$ cat src/rtl/bubsysrom_ioctl_loader_pkg.sv
// Shared definitions for the BubSysROM ioctl ROM loader.
//  - ioctl bus widths, SDRAM word-address/data widths
//  - byte-enable constants ({hi,lo} lanes of a big-endian 68k word)
//  - session FSM states (IDLE/LOAD/DRAIN/DONE) and writer FSM states (W_IDLE/W_REQ)
//  - the word entry carried through the holding register and the FIFO
package bubsysrom_ioctl_loader_pkg;

   localparam int IOCTL_INDEX_W = 16;
   localparam int IOCTL_ADDR_W  = 27;
   localparam int IOCTL_DATA_W  = 8;
   localparam int WADDR_W       = 24;
   localparam int WDATA_W       = 16;

   localparam logic [1:0] BE_NONE = 2'b00;
   localparam logic [1:0] BE_LO   = 2'b01;
   localparam logic [1:0] BE_HI   = 2'b10;
   localparam logic [1:0] BE_BOTH = 2'b11;

   typedef enum logic [1:0] {
      S_IDLE  = 2'd0,
      S_LOAD  = 2'd1,
      S_DRAIN = 2'd2,
      S_DONE  = 2'd3
   } session_e;

   typedef enum logic {
      W_IDLE = 1'b0,
      W_REQ  = 1'b1
   } writer_e;

   typedef struct packed {
      logic [WADDR_W-1:0] addr;
      logic [WDATA_W-1:0] data;
      logic [1:0]         be;
   } wentry_t;

   localparam int WENTRY_W = $bits(wentry_t);

   // Drop one byte into its lane: even byte addresses are the high (first) byte of
   // the 68k word, odd ones the low byte. An already-enabled lane is overwritten.
   function automatic wentry_t lane_merge(input wentry_t e, input logic [IOCTL_DATA_W-1:0] b,
                                          input logic odd);
      wentry_t r;
      r = e;
      if (odd) begin
         r.data[7:0] = b;
         r.be        = r.be | BE_LO;
      end else begin
         r.data[15:8] = b;
         r.be         = r.be | BE_HI;
      end
      return r;
   endfunction

endpackage

$ cat src/rtl/bubsysrom_ioctl_loader_fifo.sv
// Synchronous word FIFO between the byte packer and the SDRAM writer.
//  clk_i/rst_ni : clock, asynchronous active-low reset
//  push_i/push_data_i : write one entry (ignored when full)
//  pop_i  : drop the head entry (ignored when empty)
//  head_o : current head entry (valid when !empty_o)
//  full_o/empty_o/free_o : occupancy status; free_o = DEPTH - count
module bubsysrom_ioctl_loader_fifo #(
   parameter int WIDTH = 42,
   parameter int DEPTH = 8,
   localparam int AW   = $clog2(DEPTH),
   localparam int CW   = AW + 1
) (
   input  logic             clk_i,
   input  logic             rst_ni,
   input  logic             push_i,
   input  logic [WIDTH-1:0] push_data_i,
   input  logic             pop_i,
   output logic [WIDTH-1:0] head_o,
   output logic             full_o,
   output logic             empty_o,
   output logic [CW-1:0]    free_o
);

   logic [WIDTH-1:0] mem_q [DEPTH];
   logic [AW-1:0]    wr_ptr_q;
   logic [AW-1:0]    rd_ptr_q;
   logic [CW-1:0]    count_q;
   logic             do_push_s;
   logic             do_pop_s;

   assign full_o    = (count_q == CW'(DEPTH));
   assign empty_o   = (count_q == CW'(0));
   assign free_o    = CW'(DEPTH) - count_q;
   assign head_o    = mem_q[rd_ptr_q];
   assign do_push_s = push_i & ~full_o;
   assign do_pop_s  = pop_i & ~empty_o;

   // Storage array; contents need no reset since count gates visibility.
   always_ff @(posedge clk_i) begin
      if (do_push_s) begin
         mem_q[wr_ptr_q] <= push_data_i;
      end
   end

   // Pointers and occupancy; pointers wrap naturally because DEPTH is a power of two.
   always_ff @(posedge clk_i or negedge rst_ni) begin
      if (!rst_ni) begin
         wr_ptr_q <= '0;
         rd_ptr_q <= '0;
         count_q  <= '0;
      end else begin
         if (do_push_s) wr_ptr_q <= wr_ptr_q + AW'(1);
         if (do_pop_s)  rd_ptr_q <= rd_ptr_q + AW'(1);
         case ({do_push_s, do_pop_s})
            2'b10:   count_q <= count_q + CW'(1);
            2'b01:   count_q <= count_q - CW'(1);
            default: count_q <= count_q;
         endcase
      end
   end

endmodule

$ cat src/rtl/bubsysrom_ioctl_loader.sv
// BubSysROM ioctl ROM loader: packs the HPS download byte stream into big-endian
// 16-bit words and writes them to SDRAM over a req/ack word port.
//  i_EMU_MCLK / i_EMU_RST_n : core clock, asynchronous active-low reset
//  i_IOCTL_*                : MiSTer ioctl download bus (index, session, byte addr/data/strobe)
//  o_IOCTL_WAIT             : registered stall request back to the HPS
//  o_SDRAM_WR_*/i_SDRAM_WR_ACK : word write port; ADDR/DATA/BE stable while REQ is high
//  o_DOWNLOAD_DONE          : every byte of the session has been acknowledged by SDRAM
//  o_OVERFLOW               : sticky, a byte was dropped because the FIFO was full
module bubsysrom_ioctl_loader
   import bubsysrom_ioctl_loader_pkg::*;
#(
   parameter logic [IOCTL_INDEX_W-1:0] ROM_INDEX  = 16'h0000,
   parameter logic [WADDR_W-1:0]       BASE_WADDR = 24'h000000,
   parameter int                       FIFO_DEPTH = 8
) (
   input  logic                     i_EMU_MCLK,
   input  logic                     i_EMU_RST_n,
   input  logic [IOCTL_INDEX_W-1:0] i_IOCTL_INDEX,
   input  logic                     i_IOCTL_DOWNLOAD,
   input  logic [IOCTL_ADDR_W-1:0]  i_IOCTL_ADDR,
   input  logic [IOCTL_DATA_W-1:0]  i_IOCTL_DATA,
   input  logic                     i_IOCTL_WR,
   output logic                     o_IOCTL_WAIT,
   output logic                     o_SDRAM_WR_REQ,
   output logic [WADDR_W-1:0]       o_SDRAM_WR_ADDR,
   output logic [WDATA_W-1:0]       o_SDRAM_WR_DATA,
   output logic [1:0]               o_SDRAM_WR_BE,
   input  logic                     i_SDRAM_WR_ACK,
   output logic                     o_DOWNLOAD_DONE,
   output logic                     o_OVERFLOW
);

   localparam int            CW        = $clog2(FIFO_DEPTH) + 1;
   // One cycle of WAIT latency plus one byte already on the bus needs two spare slots.
   localparam logic [CW-1:0] WAIT_FREE = CW'(2);

   session_e            sess_q;
   writer_e             wst_q;
   logic                dl_prev_q;
   logic                held_vld_q, held_vld_d;
   wentry_t             held_q, held_d;
   wentry_t             merged_s, push_data_s, head_s;
   logic [WENTRY_W-1:0] head_raw_s;
   logic [WADDR_W-1:0]  waddr_s;
   logic                push_s, pop_s, drop_s;
   logic                full_s, empty_s;
   logic [CW-1:0]       free_s;
   logic                dl_rise_s, dl_fall_s, idx_ok_s, wait_d;
   logic                req_q, wait_q, done_q, ovf_q;
   logic [WADDR_W-1:0]  addr_q;
   logic [WDATA_W-1:0]  data_q;
   logic [1:0]          be_q;
   logic                unused_addr_s;

   // Byte address bits above the 16 MiB word window do not map anywhere.
   assign unused_addr_s = ^i_IOCTL_ADDR[26:25];

   assign waddr_s   = BASE_WADDR + i_IOCTL_ADDR[24:1];
   assign dl_rise_s = i_IOCTL_DOWNLOAD & ~dl_prev_q;
   assign dl_fall_s = ~i_IOCTL_DOWNLOAD & dl_prev_q;
   assign idx_ok_s  = (i_IOCTL_INDEX == ROM_INDEX);
   assign pop_s     = (wst_q == W_REQ) & i_SDRAM_WR_ACK;
   assign head_s    = head_raw_s;

   // Byte packer: merge bytes into the holding word, push it when complete, when the
   // stream jumps to another word, or when a session ends with a partial word.
   always_comb begin
      held_d      = held_q;
      held_vld_d  = held_vld_q;
      push_s      = 1'b0;
      push_data_s = held_q;
      drop_s      = 1'b0;
      merged_s    = held_vld_q ? held_q : '{addr: waddr_s, data: 16'h0000, be: BE_NONE};
      merged_s    = lane_merge(merged_s, i_IOCTL_DATA, i_IOCTL_ADDR[0]);
      if ((sess_q == S_LOAD) && i_IOCTL_WR) begin
         if (full_s) begin
            drop_s = 1'b1;
         end else if (held_vld_q && (held_q.addr != waddr_s)) begin
            push_s      = 1'b1;
            push_data_s = held_q;
            held_d      = lane_merge('{addr: waddr_s, data: 16'h0000, be: BE_NONE},
                                     i_IOCTL_DATA, i_IOCTL_ADDR[0]);
            held_vld_d  = 1'b1;
         end else if (merged_s.be == BE_BOTH) begin
            push_s      = 1'b1;
            push_data_s = merged_s;
            held_d      = merged_s;
            held_vld_d  = 1'b0;
         end else begin
            held_d     = merged_s;
            held_vld_d = 1'b1;
         end
      end else if ((sess_q == S_DRAIN) && held_vld_q && !full_s) begin
         push_s      = 1'b1;
         push_data_s = held_q;
         held_vld_d  = 1'b0;
      end else begin
         held_vld_d = held_vld_q;
      end
   end

   // Next WAIT level: throttle near full while loading, and while a drain flush is pending.
   always_comb begin
      wait_d = 1'b0;
      if (sess_q == S_LOAD) begin
         wait_d = (free_s <= WAIT_FREE);
      end else if (sess_q == S_DRAIN) begin
         wait_d = held_vld_q;
      end else begin
         wait_d = 1'b0;
      end
   end

   // Holding register.
   always_ff @(posedge i_EMU_MCLK or negedge i_EMU_RST_n) begin
      if (!i_EMU_RST_n) begin
         held_q     <= '0;
         held_vld_q <= 1'b0;
      end else begin
         held_q     <= held_d;
         held_vld_q <= held_vld_d;
      end
   end

   // Session FSM with its registered WAIT/DONE/OVERFLOW outputs.
   always_ff @(posedge i_EMU_MCLK or negedge i_EMU_RST_n) begin
      if (!i_EMU_RST_n) begin
         sess_q    <= S_IDLE;
         dl_prev_q <= 1'b0;
         wait_q    <= 1'b0;
         done_q    <= 1'b0;
         ovf_q     <= 1'b0;
      end else begin
         dl_prev_q <= i_IOCTL_DOWNLOAD;
         wait_q    <= wait_d;
         case (sess_q)
            S_IDLE, S_DONE: begin
               if (dl_rise_s && idx_ok_s) begin
                  sess_q <= S_LOAD;
                  done_q <= 1'b0;
                  ovf_q  <= 1'b0;
               end
            end
            S_LOAD: begin
               if (drop_s)    ovf_q  <= 1'b1;
               if (dl_fall_s) sess_q <= S_DRAIN;
            end
            S_DRAIN: begin
               // Done only once nothing is held, queued or in flight to SDRAM.
               if (!held_vld_q && empty_s && (wst_q == W_IDLE)) begin
                  sess_q <= S_DONE;
                  done_q <= 1'b1;
               end
            end
            default: sess_q <= S_IDLE;
         endcase
      end
   end

   // SDRAM writer FSM: present the FIFO head, hold it until ACK, then drop REQ for a cycle.
   always_ff @(posedge i_EMU_MCLK or negedge i_EMU_RST_n) begin
      if (!i_EMU_RST_n) begin
         wst_q  <= W_IDLE;
         req_q  <= 1'b0;
         addr_q <= '0;
         data_q <= '0;
         be_q   <= '0;
      end else begin
         case (wst_q)
            W_IDLE: begin
               if (!empty_s) begin
                  addr_q <= head_s.addr;
                  data_q <= head_s.data;
                  be_q   <= head_s.be;
                  req_q  <= 1'b1;
                  wst_q  <= W_REQ;
               end
            end
            W_REQ: begin
               if (i_SDRAM_WR_ACK) begin
                  req_q <= 1'b0;
                  wst_q <= W_IDLE;
               end
            end
            default: begin
               req_q <= 1'b0;
               wst_q <= W_IDLE;
            end
         endcase
      end
   end

   bubsysrom_ioctl_loader_fifo #(
      .WIDTH (WENTRY_W),
      .DEPTH (FIFO_DEPTH)
   ) u_fifo (
      .clk_i       (i_EMU_MCLK),
      .rst_ni      (i_EMU_RST_n),
      .push_i      (push_s),
      .push_data_i (push_data_s),
      .pop_i       (pop_s),
      .head_o      (head_raw_s),
      .full_o      (full_s),
      .empty_o     (empty_s),
      .free_o      (free_s)
   );

   assign o_IOCTL_WAIT    = wait_q;
   assign o_SDRAM_WR_REQ  = req_q;
   assign o_SDRAM_WR_ADDR = addr_q;
   assign o_SDRAM_WR_DATA = data_q;
   assign o_SDRAM_WR_BE   = be_q;
   assign o_DOWNLOAD_DONE = done_q;
   assign o_OVERFLOW      = ovf_q;

endmodule

$ cat config.mk
export PLATFORM = sky130hd
export DESIGN_NAME = bubsysrom_ioctl_loader
export DESIGN_NICKNAME = d
export VERILOG_FILES = /design/src/rtl/bubsysrom_ioctl_loader_pkg.sv /design/src/rtl/bubsysrom_ioctl_loader_fifo.sv /design/src/rtl/bubsysrom_ioctl_loader.sv
export SDC_FILE = /design/constraint.sdc
export NUM_CORES = 1
export LEC_CHECK = 0
export CORE_ASPECT_RATIO = 1.75
export CORE_MARGIN = 3
export CORE_UTILIZATION = 60
export DETAILED_ROUTE_END_ITERATION = 10
export GPL_TIMING_DRIVEN = 0
export PLACE_DENSITY_LB_ADDON = 0.1
export SETUP_SLACK_MARGIN = 0.15
export SLEW_MARGIN = 20
export SYNTH_ARGS = -nofsm -noshare
export SYNTH_HDL_FRONTEND = slang
export SYNTH_SLANG_ARGS = --single-unit
$ cat constraint.sdc
create_clock -name i_EMU_MCLK -period 16.1 [get_ports i_EMU_MCLK]
set_clock_uncertainty 0.15 [all_clocks]
set_input_delay 3.22 -clock i_EMU_MCLK [delete_from_list [all_inputs] [get_ports i_EMU_MCLK]]
set_output_delay 3.22 -clock i_EMU_MCLK [all_outputs]
set_load 0.02 [all_outputs]
## Word-level counts from Yosys, hierarchy flattened

Memories as Yosys holds them, arrays and structs flattened. A register that Yosys moved wholly into a read port is not among the register bits.
Cells that the tools add are included.

- Input port bits: 56
- Register bits: 61
- Memories: 1
- Logic and storage cells: 115
- Output and inout bits: 46
- Memory bits (writable): 336

Memory list:

| memory | words | bits a word | rd ports | clocked after memory_dff | wr ports | line | source |
|---|---|---|---|---|---|---|---|
| u_fifo.mem_q | 8 | 42 | 1 | 1 | 1 | bubsysrom_ioctl_loader_fifo.sv:24 | `logic [WIDTH-1:0] mem_q [DEPTH];` |

- Equality and inequality tests: 15
- Reduce and logical (&&, ||, !) cells: 25
- Bitwise logic cells: 10
- Mux-type cells: 44
- Order comparisons: 1
- Add/subtract/negate cells: 5

Operators with widths:

| operator | number |
|---|---|
| two-way mux 42 bit | 6 |
| two-way mux 8 bit | 4 |
| inequality test 24 bit | 1 |
| two-way mux 1 bit | 23 |
| zero test 16 bit | 1 |
| inequality test 2 bit (second input constant) | 6 |
| two-way mux 2 bit | 5 |
| AND reduction 3 bit | 3 |
| == test 2 bit (second input constant) | 4 |
| case mux 1 bit (2 select lines) | 4 |
| case mux 4 bit (2 select lines) | 1 |
| AND reduction 2 bit | 4 |
| nonzero test 2 bit | 4 |
| logical AND 1 bit | 7 |
| adder 3 x 1 -> 3 bit (second input constant) | 2 |
| case mux 2 bit (3 select lines) | 1 |
| AND 1 bit | 5 |
| inverter 1 bit | 5 |
| adder 4 x 1 -> 4 bit (second input constant) | 1 |
| == test 2 x 1 -> 1 bit (second input constant) | 2 |
| == test 4 bit (second input constant) | 1 |
| less-or-equal comparator 4 x 2 -> 1 bit (second input constant) | 1 |
| zero test 4 bit | 1 |
| subtractor 4 x 1 -> 4 bit (second input constant) | 1 |
| other kinds (5) | 7 |

## Logic depth before layout (Yosys ltp)

Gate-level depths: netlist of run 1.

- Depth in word-level cells: 10
- Depth in mapped cells: 15
- Depth with buffers taken out: 13

## Cells and area by module

A second synthesis of run 1 with hierarchy kept.

- Cells, all modules: 898
- Area, all modules: 17754.5 sq um

Modules (own cells, without submodules):

| module | sequential area each (sq um) | cells an instance | area an instance (sq um) | instances |
|---|---|---|---|---|
| bubsysrom_ioctl_loader_fifo | 10339.9 | 559 | 13356.6 | 1 |
| bubsysrom_ioctl_loader | 2327.2 | 339 | 4398.0 | 1 |

## Worst setup path after synthesis of run 1

No wires, ideal clock.

- Path type: input-to-reg
- Start: input port i_IOCTL_ADDR[0]
- End: memory u_fifo.mem_q[3][0], enable pin
- Required time: 15448 ps
- Path buffers: 1
- Stages: 5
- Path slack: 8110 ps
- Data arrival time: 7338 ps
- Setup time: 502 ps
- Path through: clkbuf_1 mux2i_1 o32ai_1 o311ai_0 nor3b_1

- Cells in the longest elaborated chain, start to end: 9

RTL lines:

| element | line | source |
|---|---|---|
| start, declared | bubsysrom_ioctl_loader.sv:20 | `input logic [IOCTL_ADDR_W-1:0] i_IOCTL_ADDR,` |
| two-way mux 2 bit | bubsysrom_ioctl_loader_pkg.sv:45 | `if (odd) begin` |
| == test 2 bit | bubsysrom_ioctl_loader.sv:84 | `end else if (merged_s.be == BE_BOTH) begin` |
| two-way mux 1 bit | bubsysrom_ioctl_loader.sv:84 |  |
| two-way mux 1 bit | bubsysrom_ioctl_loader.sv:78 | `end else if (held_vld_q && (held_q.addr != waddr_s)) begin` |
| two-way mux 1 bit | bubsysrom_ioctl_loader.sv:76 | `if (full_s) begin` |
| two-way mux 1 bit | bubsysrom_ioctl_loader.sv:75 | `if ((sess_q == S_LOAD) && i_IOCTL_WR) begin` |
| AND 1 bit | bubsysrom_ioctl_loader_fifo.sv:35 | `assign do_push_s = push_i & ~full_o;` |
| two-way mux 1 bit | bubsysrom_ioctl_loader_fifo.sv:40 | `if (do_push_s) begin` |
| two-way mux 1 bit (not written as such) | bubsysrom_ioctl_loader_fifo.sv:41 | `mem_q[wr_ptr_q] <= push_data_i;` |
| end, declared | bubsysrom_ioctl_loader_fifo.sv:24 |  |

Every way passes these cells.

## Final worst setup path of run 1

- Start: input port i_IOCTL_ADDR[10]
- End: memory u_fifo.mem_q[3][29], enable pin

- Cells in the longest elaborated chain, start to end: 8

RTL lines:

| element | line |
|---|---|
| inequality test 24 bit | bubsysrom_ioctl_loader.sv:78 |
| logical AND 1 bit | bubsysrom_ioctl_loader.sv:78 |
| two-way mux 1 bit | bubsysrom_ioctl_loader.sv:78 |
| two-way mux 1 bit | bubsysrom_ioctl_loader.sv:76 |
| two-way mux 1 bit | bubsysrom_ioctl_loader.sv:75 |
| AND 1 bit | bubsysrom_ioctl_loader_fifo.sv:35 |
| two-way mux 1 bit | bubsysrom_ioctl_loader_fifo.sv:40 |
| two-way mux 1 bit (not written as such) | bubsysrom_ioctl_loader_fifo.sv:41 |

Every way passes these cells.

==> flow_summary.toml, run 1 <==
[run_status]
status = "completed"

[synthesis]
synth_edf_count = 336
ys.flop_type = "edfxtp_1"
synthTopCellsByCount = "edfxtp_1, dfrtp_1, mux4_2, nor2_1"
yosys_warnings = 0
synth-seq-area-share_pct = 72.5
yosysUniqueCellTypes = 54
yosysMostFrequentCell = "edfxtp_1"
yosysTopAreaCellShare_pct = 57.7
avgSynthCellArea_um2 = 19.0
synth_area_um2 = 17500
ys_top_cells_by_area = "edfxtp_1, dfrtp_1, mux4_2"
syn_inst = 918
async_reset_ff_share_pct = 23.5
synth.largest_area_cell = "edfxtp_1"
syn-num-nets = 984
ys_seq_elements = 439

[final_layout]
syn_to_final_growth_pct = 18.7
diodes = 0
drive_gt1_share_pct = 22.4
postLayoutCellArea_um2 = 20700
nets = 1160

[timing]
rsz0062_at_grt = "no"
fmax_mhz = 147
hold_viol_final = 0
slew_viol_final = 0
worst_pin_slew_ns = 1.13
fin_crit_sh_pct = 42.3
slew_headroom_pct = 23.8
min_period_ns = 6.81
fin_tns_setup_ns = 0
finalSetupViolations = 0

[drt]
routed_wl_mm = 36.2
ant_nets = 0
routedWlPerCell_um = 24.1
drcViolationCount = 0
vias_per_cell = 5.98
drt-pass1-iter-count = 5
initialDrtViolationCount = 631
num_vias = 8989

[die]
fp.dieArea_um2 = 31300
die-width_um = 135
fp-row-count = 82
initial_core_util_pct = 61.0
coreArea_um2 = 28600
die_h_um = 232
pin_count = 102

[grt]
met1_usage_pct = 31.2
met2_usage_pct = 41.6
grt_overflow_total = 0
antenna_found_initial = 0
grt_max_degree = 66
met3_usage_pct = 3.73
grt_use_total_pct = 24.0
busiest_layer = "met2"
grt_pass1_wl_mm = 56.2
grt_pass1_vias = 9676

[setup_path]
worst_setup_path_end_kind = "flip-flop"
required_ns = 16.24
startpoint_type = "input pin"
cp_data_arrival_time_ns = 6.95
critPathKind = "in -> reg"
cp_max_fo = 10
rrSetupSlack_ns = 11.91

[pwr]
ir_drop_mv = 0.135
leakage_nw = 7.35
cellPowerDensity_nw_per_um2 = 185
power_mw = 3.83

[place]
hpwl_mm = 23.9
place.gp.congestion = 0.777
dpl-instance-area_um2 = 19500
numPortBuffers = 98

[clocking]
cts_tree = "built"
clkSlewWorstSetupHoldPaths_ns = 0.06
postCtsHoldBufs = 0
cts-root-buf = "clkbuf_16"
cts_sinks = 439
post_cts_buffers = 0
numCtsBuffers = 39
htreeDepth = 2
cts_resized = 0
clk_path_buf_depth = 3
clk_latency_ns = 0.54

[worst_hold_path]
min_path_type = "reg -> reg"

[run]
drv_cap = 0
## layout by cell type (no fill, tap or decap), types with 4 or more instances in the layout
cell type        instances
clkbuf_1                55
inv_1                   13
xnor2_1                  4
buf_1                    8
ha_1                    10
buf_4                   16
clkbuf_16               41
buf_16                   6
buf_12                   5
edfxtp_1               336
mux2i_1                 45
xor2_1                  30
a21oi_1                 47
buf_6                   14
nor2_4                   4
buf_2                    6
nor4_1                   6
clkinv_1                 5
a22o_1                  16
clkbuf_8                 4
nor2_1                  51
mux2_4                  18
mux2_2                  25
dfrtp_1                103
clkdlybuf4s50_1         97
mux4_2                  84
nor4_2                   4
clkinv_2                 6
nand2_1                  5
## power by group
| part | switching [mW] | internal [mW] |
|---|---|---|
| clock network | 0.389 | 0.534 |
| logic | 0.685 | 0.583 |
| registers | 0.112 | 1.53 |
| total | 1.19 | 2.65 |
## registers in the layout, summed over array words and instances, names as in the netlist
register	flops
u_fifo.mem_q	336
held_q	42
o_SDRAM_WR_ADDR	24
o_SDRAM_WR_DATA	16
u_fifo.count_q	4
u_fifo.rd_ptr_q	3
u_fifo.wr_ptr_q	3
o_SDRAM_WR_BE	2
sess_q	2
dl_prev_q	1
held_vld_q	1
o_DOWNLOAD_DONE	1
o_IOCTL_WAIT	1
o_OVERFLOW	1
o_SDRAM_WR_REQ	1
wst_q	1
## worst max-delay path, stage by stage
cell,delay [ns]
clkdlybuf4s50_1,0.43
xor2_1,0.16
nor4_2,0.45
nand4_4,0.38
o311ai_1,1.06
nor3b_2,0.32
buf_6,0.25
buf_4,0.16
buf_6,0.15
buf_4,0.17
buf_4,0.17
## kinds of logic (layout without fill, tap and decap cells)
| kind of cell | count (synthesis) | count (layout) | share of synthesized area (%) |
|---|---|---|---|
| compound gates | 90 | 90 | 3.54 |
| xor+xnor | 34 | 34 | 1.70 |
| fa+ha+maj | 10 | 10 | 0.716 |
| buf+inv | 78 | 284 | 1.98 |
| flops | 439 | 439 | 72.5 |
| mux | 172 | 172 | 16.6 |
| simple gates | 95 | 95 | 3.00 |
## routing by layer
metal	vias to the layer above	wire length (µm)
met1	4686	13900
met3	79	1750
li1	3957	-
met2	267	19200
met5	-	0
met4	0	1260
## path summary, 6_finish.rpt
| check | from | endpoint | depth (start not counted) |
|---|---|---|---|
| worst max-delay path | i_IOCTL_ADDR[10] | u_fifo.mem_q[3][29] | 11 |
| worst min-delay path | held_q[3] | held_q[3] | 1 |
| max in group asynchronous | i_EMU_RST_n | held_q[23] | 2 |
| worst max register to register | u_fifo.count_q[1] | u_fifo.mem_q[3][29] | 13 |
| min in group asynchronous | i_EMU_RST_n | o_SDRAM_WR_DATA[2] | 1 |
| worst min register to register | held_q[3] | held_q[3] | 1 |
## per-stage QoR
stage | utilization (%) | std cells | hold slack, ns | worst slack, ns
floorplan | - | 918 | 0.312 | 8.11
global placement | 66.1 | 1394 | 0.328 | 4.40
detailed placement | 68.0 | 1431 | 0.331 | 8.75
CTS | 72.5 | 1502 | 0.350 | 9.29
global route | 72.5 | 1502 | 0.364 | 9.15
finish | 72.5 | 1502 | 0.347 | 9.29
## final cells by class
cell class	instances	area [µm²]
Clock buffer	53	1110
Sequential cell	439	12700
Inverter	13	48.8
Buffer	65	298
Fill cell	1718	7880
Tap cell	378	473
Clock inverter	18	171
Timing Repair Buffer	135	1460
Multi-Input combinational cell	401	4510
(Power assumes the default switching activity.)
==> run 2: changes to the inputs <==
--- a/config.mk
+++ b/config.mk
@@ -7,7 +7,7 @@
 export LEC_CHECK = 0
 export CORE_ASPECT_RATIO = 1.75
 export CORE_MARGIN = 3
-export CORE_UTILIZATION = 60
+export CORE_UTILIZATION = 54
 export DETAILED_ROUTE_END_ITERATION = 10
 export GPL_TIMING_DRIVEN = 0
 export PLACE_DENSITY_LB_ADDON = 0.1
==> constraint.sdc (replaced) <==
create_clock -name i_EMU_MCLK -period 5.8 [get_ports i_EMU_MCLK]
set_clock_uncertainty 0.15 [all_clocks]
set_input_delay 1.16 -clock i_EMU_MCLK [delete_from_list [all_inputs] [get_ports i_EMU_MCLK]]
set_output_delay 1.16 -clock i_EMU_MCLK [all_outputs]
set_load 0.02 [all_outputs]
==> flow_summary.toml, run 2 (same netlist as run 1, synthesis figures left out) <==
[final_layout]
largest_reg_flops = 336
layout_common_cells = "edfxtp_1, dfrtp_1, clkdlybuf4s50_1"
top_register = "u_fifo.mem_q"
nFillCells = 2126
layout_commonest_cell = "edfxtp_1"
final-seq-area_um2 = 12700
syn_to_final_growth_pct = 18.5
diodes = 0
drive_gt1_share_pct = 21.4
nets = 1147
multiInputGateArea_um2 = 4550

[grt]
grt_pass1_vias = 9496
grt_overflow_total = 0
grt_use_total_pct = 22.2
antenna_found_initial = 0
grt_pass1_wl_mm = 56.8
grt_max_degree = 56

[setup_path]
rrSetupSlack_ns = 2.04
r2r-start = "u_fifo.count_q[1]"
path_common_cell = "xor2_1"
cp_data_arrival_time_ns = 4.70
cpPeakStageDelay_ns = 0.71
cpMaxStageDelayCell = "o31ai_1"
r2r_end = "u_fifo.mem_q[3][16]"
startpoint_type = "input pin"
startpoint = "i_IOCTL_ADDR[10]"
crit_family = "simple AND/OR/NAND/NOR gates"
critPathKind = "in -> reg"
path_cells = "clkdlybuf4s50_1, xor2_1, nor4_2, nand4_4, o31ai_1, ha_1, clkbuf_1, xor2_1, ha_1, a21oi_1, xor2_1, nor2_1, xor2_1"
reg2reg_depth = 11
cp_num_buf_inv = 2
cp.depth = 13
worst_setup_path_end_kind = "flip-flop"
required_ns = 6.07
cp_max_fo = 10
crit_end = "u_fifo.count_q[2]"

[clocking]
clk_latency_ns = 0.54
cts_resized = 0
cts-root-buf = "clkbuf_16"
htreeDepth = 2
numCtsBuffers = 38
cts_sinks = 439
postCtsHoldBufs = 0
clk_path_buf_depth = 3
post_cts_buffers = 0
cts_tree = "built"
clkSlewWorstSetupHoldPaths_ns = 0.06

[drt]
routed_wl_mm = 37.4
initialDrtViolationCount = 737
ant_nets = 0
drcViolationCount = 0
vias_per_cell = 5.93
drt-pass1-iter-count = 4
routedWlPerCell_um = 24.8
num_vias = 8935

[pwr]
power_mw = 10.6
cellPowerDensity_nw_per_um2 = 513
ir_drop_mv = 0.306
leakage_nw = 7.29

[timing]
slew_viol_final = 0
hold_viol_final = 0
fmax_mhz = 226
rsz0062_at_grt = "no"
slew_headroom_pct = 31.3
fin_tns_setup_ns = 0
min_period_ns = 4.43
finalSetupViolations = 0
worst_pin_slew_ns = 1.03
fin_crit_sh_pct = 76.4

[place]
numPortBuffers = 98
place.gp.congestion = 0.767
hpwl_mm = 24.9

[die]
die-width_um = 142
pin_count = 102
fp-row-count = 86
coreArea_um2 = 31700
die_h_um = 244
fp.dieArea_um2 = 34600
initial_core_util_pct = 55.0

[worst_hold_path]
min_path_type = "reg -> reg"
hp-start = "held_q[16]"

[run_status]
status = "completed"

[run]
drv_cap = 0
-- run 2: where the power goes --
group	total (mW)	internal, mW	leakage (nW)	switching (mW)
clock network	2.50	1.41	0.599	1.09
registers	4.57	4.25	4.26	0.327
logic	3.54	1.62	2.43	1.92
-- run 2: final cells by class --
cell class | count | share of cell area [%]
Inverter | 13 | 0.236
Sequential cell | 439 | 61.1
Multi-Input combinational cell | 401 | 22.0
Buffer | 65 | 1.44
Timing Repair Buffer | 123 | 6.90
Clock buffer | 53 | 5.27
Tap cell | 396 | 2.39
Clock inverter | 17 | 0.640
-- run 2: worst min-delay path by stage --
stage	end	cells past startpoint	slack [ns]
2_1_floorplan	held_q[10]	1	0.31
3_3_place_gp	held_q[10]	1	0.33
3_5_place_dp	held_q[11]	1	0.33
4_1_cts	held_q[16]	1	0.35
5_1_grt	held_q[11]	1	0.36
6_report	held_q[16]	1	0.35
-- run 2: worst register-to-register path, cell delays in order (launching register included) --
cell      delay, ns
dfrtp_1        0.35
clkbuf_1       0.26
inv_1          0.08
ha_1           0.22
nand3b_1       0.21
inv_1          0.09
o32ai_1        0.58
o311ai_2       0.32
nor3b_4        0.55
buf_6          0.23
buf_6          0.21
buf_8          0.19
-- run 2: metrics by stage --
stage | cells | util (%) | hold WS (ns) | area (µm²) | setup slack [ns]
after floorplan | 918 | - | 0.312 | 17500 | 1.20
after global placement | 1412 | 59.8 | 0.329 | 19000 | -1.53
after detailed placement | 1437 | 61.4 | 0.328 | 19500 | 0.773
after CTS | 1507 | 65.3 | 0.350 | 20700 | 1.34
after global routing | 1507 | 65.3 | 0.359 | 20700 | 1.16
final | 1507 | 65.3 | 0.347 | 20700 | 1.37
-- run 2: metal layers --
metal | share of wire, % | GRT usage [%]
met2 | 53 | 38.2
met1 | 39 | 28.8
met5 | 0 | 0
met4 | 3.3 | 7.74
met3 | 4.4 | 3.33
